==> src/rtl/motor_pwm_ctrl.sv <==
`default_nettype none
// ============================================================================
// Module   : motor_pwm_ctrl
// Brief    : Multi-channel H-bridge PWM controller with soft duty ramping,
//            period-aligned duty updates and a reversal dead-time interlock.
// Revision : 1.0
// ============================================================================
module motor_pwm_ctrl #(
    parameter int NCH       = 2,
    parameter int CNT_W     = 8,
    parameter int PERIOD    = 200,
    parameter int PRESC     = 2,
    parameter int RAMP_STEP = 8,
    parameter int DEAD_PER  = 2
) (
    input  logic                 clk_i,
    input  logic                 reset_l,
    input  logic                 enable_i,
    input  logic [3*NCH-1:0]     speed_i,
    input  logic [NCH-1:0]       fwd_i,
    input  logic [NCH-1:0]       rev_i,
    output logic [NCH-1:0]       pwm_o,
    output logic [NCH-1:0]       dir_a_o,
    output logic [NCH-1:0]       dir_b_o,
    output logic [CNT_W*NCH-1:0] duty_o,
    output logic [NCH-1:0]       busy_o
);

    localparam int PS_W = (PRESC > 1) ? $clog2(PRESC) : 1;
    localparam int DC_W = (DEAD_PER > 1) ? $clog2(DEAD_PER) : 1;

    localparam logic [PS_W-1:0]  c_presc_max = PS_W'(PRESC - 1);
    localparam logic [CNT_W-1:0] c_cnt_max   = CNT_W'(PERIOD - 1);
    localparam logic [CNT_W-1:0] c_step      = CNT_W'(RAMP_STEP);
    localparam logic [DC_W-1:0]  c_dead_max  = DC_W'(DEAD_PER - 1);

    typedef enum logic [1:0] {
        ST_IDLE = 2'd0,
        ST_RUN  = 2'd1,
        ST_STOP = 2'd2,
        ST_DEAD = 2'd3
    } state_t;

    function automatic logic [CNT_W-1:0] f_tgt(input logic [2:0] k);
        return CNT_W'((int'(k) * PERIOD) / 7);
    endfunction

    // Step toward the target by at most one ramp step, never past it.
    function automatic logic [CNT_W-1:0] f_ramp(input logic [CNT_W-1:0] cur,
                                                input logic [CNT_W-1:0] tgt);
        if (cur < tgt)
            return ((tgt - cur) > c_step) ? cur + c_step : tgt;
        else if (cur > tgt)
            return ((cur - tgt) > c_step) ? cur - c_step : tgt;
        else
            return cur;
    endfunction

    logic [PS_W-1:0]  r_presc;
    logic [CNT_W-1:0] r_cnt;
    logic             w_tick;
    logic             w_bnd;

    assign w_tick = (r_presc == c_presc_max);
    assign w_bnd  = w_tick && (r_cnt == c_cnt_max);

    always_ff @(posedge clk_i or negedge reset_l) begin
        if (!reset_l) begin
            r_presc <= '0;
            r_cnt   <= '0;
        end else if (!enable_i) begin
            r_presc <= '0;
            r_cnt   <= '0;
        end else if (w_tick) begin
            r_presc <= '0;
            r_cnt   <= (r_cnt == c_cnt_max) ? '0 : r_cnt + 1'b1;
        end else begin
            r_presc <= r_presc + 1'b1;
        end
    end

    for (genvar n = 0; n < NCH; n++) begin : g_ch
        logic [2:0]       w_speed;
        logic             w_fwd;
        logic             w_rev;
        logic             w_coast;
        logic             w_cmd_dir;
        logic [CNT_W-1:0] w_tgt;
        logic [CNT_W-1:0] w_eff;
        logic [CNT_W-1:0] w_next;

        state_t           r_state;
        logic             r_dir_q;
        logic             r_pend_q;
        logic [CNT_W-1:0] r_duty;
        logic [DC_W-1:0]  r_dead;
        logic             r_pwm;
        logic             r_dir_a;
        logic             r_dir_b;

        assign w_speed   = speed_i[3*n +: 3];
        assign w_fwd     = fwd_i[n] & ~rev_i[n];
        assign w_rev     = rev_i[n] & ~fwd_i[n];
        assign w_coast   = ~(w_fwd | w_rev);
        assign w_cmd_dir = w_rev;
        assign w_tgt     = f_tgt(w_speed);
        assign w_eff     = (r_state == ST_RUN) ? w_tgt : '0;
        assign w_next    = f_ramp(r_duty, w_eff);

        always_ff @(posedge clk_i or negedge reset_l) begin
            if (!reset_l) begin
                r_state  <= ST_IDLE;
                r_dir_q  <= 1'b0;
                r_pend_q <= 1'b0;
                r_duty   <= '0;
                r_dead   <= '0;
                r_pwm    <= 1'b0;
                r_dir_a  <= 1'b0;
                r_dir_b  <= 1'b0;
            end else if (!enable_i || w_coast) begin
                r_state <= ST_IDLE;
                r_duty  <= '0;
                r_dead  <= '0;
                r_pwm   <= 1'b0;
                r_dir_a <= 1'b0;
                r_dir_b <= 1'b0;
            end else begin
                r_pwm <= (r_cnt < r_duty);
                case (r_state)
                    ST_IDLE: begin
                        r_state <= ST_RUN;
                        r_dir_q <= w_cmd_dir;
                        r_dir_a <= ~w_cmd_dir;
                        r_dir_b <= w_cmd_dir;
                    end
                    ST_RUN: begin
                        if (w_bnd)
                            r_duty <= w_next;
                        if (w_cmd_dir != r_dir_q) begin
                            r_state  <= ST_STOP;
                            r_pend_q <= w_cmd_dir;
                        end
                    end
                    ST_STOP: begin
                        if (w_bnd)
                            r_duty <= w_next;
                        // A return to the running direction cancels the reversal.
                        if (w_cmd_dir == r_dir_q) begin
                            r_state <= ST_RUN;
                        end else if (w_bnd && (w_next == '0)) begin
                            r_state <= ST_DEAD;
                            r_dead  <= '0;
                            r_dir_a <= 1'b0;
                            r_dir_b <= 1'b0;
                        end
                    end
                    ST_DEAD: begin
                        r_pend_q <= w_cmd_dir;
                        if (w_bnd) begin
                            if (r_dead == c_dead_max) begin
                                r_state <= ST_RUN;
                                r_dead  <= '0;
                                r_dir_q <= r_pend_q;
                                r_dir_a <= ~r_pend_q;
                                r_dir_b <= r_pend_q;
                            end else begin
                                r_dead <= r_dead + 1'b1;
                            end
                        end
                    end
                    default: r_state <= ST_IDLE;
                endcase
            end
        end

        assign pwm_o[n]                  = r_pwm;
        assign dir_a_o[n]                = r_dir_a;
        assign dir_b_o[n]                = r_dir_b;
        assign duty_o[n*CNT_W +: CNT_W]  = r_duty;
        assign busy_o[n] = (r_state == ST_STOP) || (r_state == ST_DEAD) ||
                           ((r_state == ST_RUN) && (r_duty != w_tgt));
    end

endmodule
`default_nettype wire

==> config.mk <==
export PLATFORM = sky130hd
export DESIGN_NAME = motor_pwm_ctrl
export DESIGN_NICKNAME = d
export VERILOG_FILES = /design/src/rtl/motor_pwm_ctrl.sv
export SDC_FILE = /design/constraint.sdc
export NUM_CORES = 1
export LEC_CHECK = 0
export BUFFER_PORTS_ARGS = -buffer_cell sky130_fd_sc_hd__buf_2
export CELL_PAD_IN_SITES_DETAIL_PLACEMENT = 1
export CELL_PAD_IN_SITES_GLOBAL_PLACEMENT = 2
export CORE_ASPECT_RATIO = 2
export CORE_MARGIN = 2
export CORE_UTILIZATION = 38
export DETAILED_ROUTE_END_ITERATION = 12
export GPL_ROUTABILITY_DRIVEN = 0
export PLACE_DENSITY = 0.91
export SYNTH_ARGS = -nofsm -noshare
export SYNTH_HDL_FRONTEND = slang
export SYNTH_SLANG_ARGS = --single-unit
==> constraint.sdc <==
create_clock -name clk_i -period 16.7 [get_ports clk_i]
set_clock_uncertainty 0.05 [all_clocks]
set_input_delay 3.34 -clock clk_i [delete_from_list [all_inputs] [get_ports clk_i]]
set_output_delay 3.34 -clock clk_i [all_outputs]
set_load 0.05 [all_outputs]
---- Word-level counts from Yosys, hierarchy flattened ----
Index checks and enable logic that the tools add are counted.
word-level totals
  input port bits ......................... 13
  output and inout bits ................... 24
  register bits ........................... 41
  logic and storage cells ................. 207
operators by class
  divide/modulo/power cells ............... 2
  reductions and logical operators ........ 42
  equality and inequality tests ........... 32
  bitwise logic cells ..................... 18
  magnitude comparators ................... 10
  muxes and demuxes ....................... 71
  $add $sub $neg .......................... 12
  multiply operators ...................... 2
operators with widths
  kind                                                                             count
  8-bit 2-to-1 mux                                                                 19
  32-bit by 4-bit divider with 32-bit output, second input constant                2
  8-bit by 4-bit greater-than comparator with 1-bit output, second input constant  4
  8-bit < comparator                                                               4
  8-bit subtractor                                                                 4
  1-bit 2-to-1 mux                                                                 28
  2-bit 2-to-1 mux                                                                 12
  3-bit inequality test, second input constant                                     8
  4-bit AND reduction                                                              6
  8-bit by 4-bit adder with 8-bit output, second input constant                    2
  8-bit greater-than comparator                                                    2
  8-bit logical NOT                                                                2
  3-bit by 5-bit multiplier with 8-bit output, second input constant               2
  8-bit inequality test                                                            2
  2-bit case mux with 4 select lines                                               2
  2-bit nonzero test                                                               8
  8-bit by 4-bit subtractor with 8-bit output, second input constant               2
  1-bit NOT                                                                        12
  1-bit case mux with 2 select lines                                               6
  1-bit case mux with 3 select lines                                               4
  5-bit AND reduction                                                              2
  8-bit by 1-bit adder with 8-bit output, second input constant                    1
  2-bit equality test, second input constant                                       4
  8-bit equality test, second input constant                                       1
  19 further kinds                                                                 50

---- Depth between registers and ports, before layout ----
  depth in word-level cells ............... 14
  mapped depth ............................ 59
  depth with buffers taken out ............ 53

---- Worst setup path after synthesis ----
No wires, ideal clock.
  path type ............................... input -> output
  start ................................... in speed_i[5]
  end ..................................... out busy_o[1]
  cell stages on the path ................. 35
  path slack .............................. 1.776 ns
  data arrival time ....................... 11.534 ns
  path through ............................ buf_4 > inv_1 > ha_1 > ha_1 > clkbuf_1 > o31ai_1 > and2_1 > a211oi_2 > o22ai_1 > or4_1 > buf_2 > a31o_4 > xnor2_2 > o311a_2 > a311oi_2 > xor2_2 > nand3_2 > nor3_1 > xnor2_1 > ha_1 > o2111ai_1 > and4_1 > a311o_2 > nor4bb_1 > and4_1 > nand2_4 > nand2_1 > ha_1 > nand2_1 > o2111ai_1 > o31ai_1 > o31ai_1 > nand4_1 > o311a_1 > a221oi_2
between the ends
  word-level cells in the longest chain between the ends .. 5
RTL lines
  element                                      line  RTL
  start: declaration                           19    input logic [3*NCH-1:0] speed_i,
  3-bit by 5-bit multiplier with 8-bit output  45    return CNT_W'((int'(k) * PERIOD) / 7);
  32-bit by 4-bit divider with 32-bit output   45
  8-bit inequality test                        181   ((r_state == ST_RUN) && (r_duty != w_tgt));
  1-bit logical AND                            181
  1-bit logical OR                             180   assign busy_o[n] = (r_state == ST_STOP) || (r_state == ST_DEAD) ||
  end: declaration                             26    output logic [NCH-1:0] busy_o
No other way between the ends.

---- Worst setup path after layout ----
Ends and elaborated chain as after synthesis.

==> impl_summary.log <==
INFO  metric final_max_slew_viol_count = 0
INFO  metric yosys.cell_count.top_type = nor2_1
INFO  metric synth_edf_count = 0
INFO  metric area.growth.synth_to_final = 7.20%
INFO  metric start_kind = input port
INFO  metric final_design_area_no_fill = 11200 um^2
INFO  metric synth_sequential_area_ratio = 0.0978
INFO  metric vdd.ir_drop.worst = 0.0353 mV
INFO  metric pre_cts_ws = 361 ps
INFO  metric cts_htree_levels = 2
INFO  metric syn_avg_cell_area = 7.14 um^2
INFO  metric dieArea = between 20000 and 30000 um^2
INFO  metric firstDrtPassIters = 5
INFO  metric criticalPathCategory = input port to primary output
INFO  metric number_of_antenna_violations_at_the_first_check_in_global_routing = 0
INFO  metric critical_path_required = ~13000 ps
INFO  metric synthTopCellsByCount = 134 x nor2_1, 125 x nand2_1, 98 x a21oi_1, 90 x ha_1, 89 x o21ai_0
INFO  metric nNetsFinal = about 1600
INFO  metric vias_per_cell = 6.51
INFO  metric fin_crit = 15980 ps
INFO  metric placementRows = 86
INFO  metric max_slew_margin = 0.295
INFO  metric antenna_cells_inserted = 0
INFO  metric report.final.hold_viol_count = 0
INFO  metric wirelength = roughly 38000 um
INFO  metric clkSinkCount = 41
INFO  metric top_cell_type_s_share_of_synthesized_area = 0.107
INFO  metric synth_nets = 1573
INFO  metric grt_pass1_vias = 11900
INFO  metric syn_inst = 1468
INFO  metric post-route-period-util = 0.957
INFO  metric placement.cell_area = 11000 um^2
INFO  metric timing.reg2reg.setup_slack = 11080 ps
INFO  metric routed_wire_length_per_instance = 20.8 um
INFO  metric grt_pass1_wl = about 62000 um
INFO  metric yosys_warnings = 0
INFO  metric synth-seq-cells = 41
INFO  metric power.density_cell_area = 94.9 nW/um^2
INFO  metric dp_hpwl = a little under 30000 um
INFO  metric grtUsageTotal = 0.256
INFO  metric core = 27300 um^2
INFO  metric finalSetupViolations = 0
INFO  metric timing.max_cap.violations = 0
INFO  metric cp_slowest_stage_delay = between 600 and 700 ps
INFO  metric cts_clock_pin_slew_for_the_worst_setup_and_hold_paths = 70 ps
INFO  metric crit_path_max_fanout = 12
INFO  metric grt-ovfl-total = 0
INFO  metric postCtsHoldBufs = 0
INFO  metric cts_inserted_buffers = 5
INFO  metric cts_tree = yes
INFO  metric synthArstFlopShare = 1.00
INFO  metric initial_utilization = 0.384
INFO  metric clock_path_buffers = 2
INFO  metric worstSkewPairLatency = ~300 ps
INFO  metric critPathArrivalTime = 12590 ps
INFO  metric hold_path_class = flip-flop to flip-flop
INFO  metric port_buffers = 36
INFO  metric syn_area = 10500 um^2
INFO  metric filler_cells_inserted = 3519
INFO  metric drt-initial-drc-count = 925
INFO  metric result_of_the_run = finished, final reports clean
INFO  metric worst_setup_path_end_kind = primary output
INFO  metric path_common_cell = ha_1
INFO  metric synth.distinct_cells = 121
INFO  metric worst_path_max_delay_cell = or4_1
INFO  metric timing_worst_slew_pin_value = 1060 ps
INFO  metric fp.dieW = 121 um
INFO  metric max_freq = 62.6 MHz
INFO  metric num_vias = 11900
INFO  metric static-leakage-power = 0.00447 uW
INFO  metric yosys.area.top_type = ha_1
INFO  metric ys_top_cells_by_area = ha_1 11%, dfrtp_1 9.8%, xnor2_1 6.0%
INFO  metric drt_drc_violations_left = 0
INFO  metric design.portCount = 37
INFO  metric cts_root_buffer = clkbuf_16
INFO  metric layout-drive-gt1-share = 0.101
INFO  metric worst_slack = 717 ps
INFO  metric die_height = 239 um
INFO  metric grt_start_max_net_pins = 42
INFO  metric yosys_most_used_dff = dfrtp_1
INFO  metric finish.utilization = 0.411
INFO  metric route.antenna.remaining_nets = 0
## registers in the layout, indices dropped and copies added, names as in the netlist
signal	cells
g_ch.r_dead	2
g_ch.r_dir_a	2
g_ch.r_dir_b	2
g_ch.r_dir_q	2
g_ch.r_duty	16
g_ch.r_pend_q	2
g_ch.r_pwm	2
g_ch.r_state	4
r_cnt	8
r_presc	1
## metal layers
layer | vias up | track usage | wire (um)
met5 | - | 0 | 0
met4 | 0 | 0.0693 | 950
met3 | 75 | 0.0153 | 1440
met2 | 356 | 0.450 | 18800
met1 | 5868 | 0.336 | 16700
li1 | 5555 | - | -
## power by group
part	internal, uW	switching [uW]	leakage [uW]	total (uW)
registers	102	3.32	0.000566	105
logic	298	549	0.00382	848
clock network	71.0	43.7	0.0000810	115
total	471	596	0.00447	1070
## placed cells by master, fill, tap and decap left out, types with 7 or more instances in the layout
cell type  instances
nor2_1           133
nand2_1          125
a21oi_1           97
ha_1              90
o21ai_0           89
xnor2_1           72
inv_1             68
nand3_1           67
nor3_1            50
dfrtp_1           41
buf_2             35
nand2b_1          30
nand4_1           30
a211oi_1          29
a21o_1            24
o31ai_1           24
and2_1            23
xor2_1            23
buf_4             22
a31oi_1           20
nor2b_1           20
o211ai_1          19
nor4_1            16
mux2i_1           16
and3_1            15
o21a_1            13
and4_1            10
o31a_1            10
o22a_1             9
a211o_1            9
a221oi_1           9
o2111ai_1          8
o21ai_1            7
o22ai_1            7
a311oi_1           7
or2_2              7
mux2_2             7
## layout make-up
cell class	instances	area (um^2)	share of cell area
timing repair buffer	58	348	0.0309
multi-input combinational	1291	8990	0.800
clock buffer	6	129	0.0115
sequential	41	1030	0.0912
inverter	72	270	0.0240
tap	352	440	0.0392
clock inverter	2	38.8	0.00345
## metrics by stage
stage	instances	power (uW)	hold WS, ps	setup TNS, ps
5_1_grt	1822	1150	501	-21.1
6_report	1822	1070	477	0
4_1_cts	1816	1030	469	0
3_5_place_dp	1808	915	455	0
2_1_floorplan	1468	725	411	0
3_3_place_gp	1808	885	441	0
## path summary, 6_finish.rpt
check,start,endpoint,cells past startpoint
worst min-delay path,g_ch[0].r_dir_q,g_ch[0].r_pend_q,1
worst max register to register,g_ch[0].r_state[1],g_ch[0].r_dir_b,23
worst max-delay path,speed_i[5],busy_o[1],36
worst min register to register,g_ch[0].r_dir_q,g_ch[0].r_pend_q,1
min in group asynchronous,reset_l,g_ch[0].r_duty[7],1
max in group asynchronous,reset_l,g_ch[1].r_duty[1],1
## repair_timing
action	in CTS	in global routing
endpoints found under the setup margin	0	7
setup buffers	0	6
resized for setup	0	15
## kinds of logic (layout without fill, tap and decap cells)
logic type	Yosys count	count (layout)	share of synthesized area
flops	41	41	0.0978
fa+ha+maj	93	93	0.112
mux	24	24	0.0241
buf+inv	136	138	0.0530
compound gates	496	496	0.344
simple gates	581	581	0.287
xor+xnor	97	97	0.0824
## critical path, delay by kind of cell
kind / cells / cell delay, ps
compound gates: 12 / 3210
xor+xnor: 3 / 560
fa+ha+maj: 4 / 1260
buf+inv: 5 / 1200
simple gates: 12 / 2990
Power figures use the tool's default switching activity.
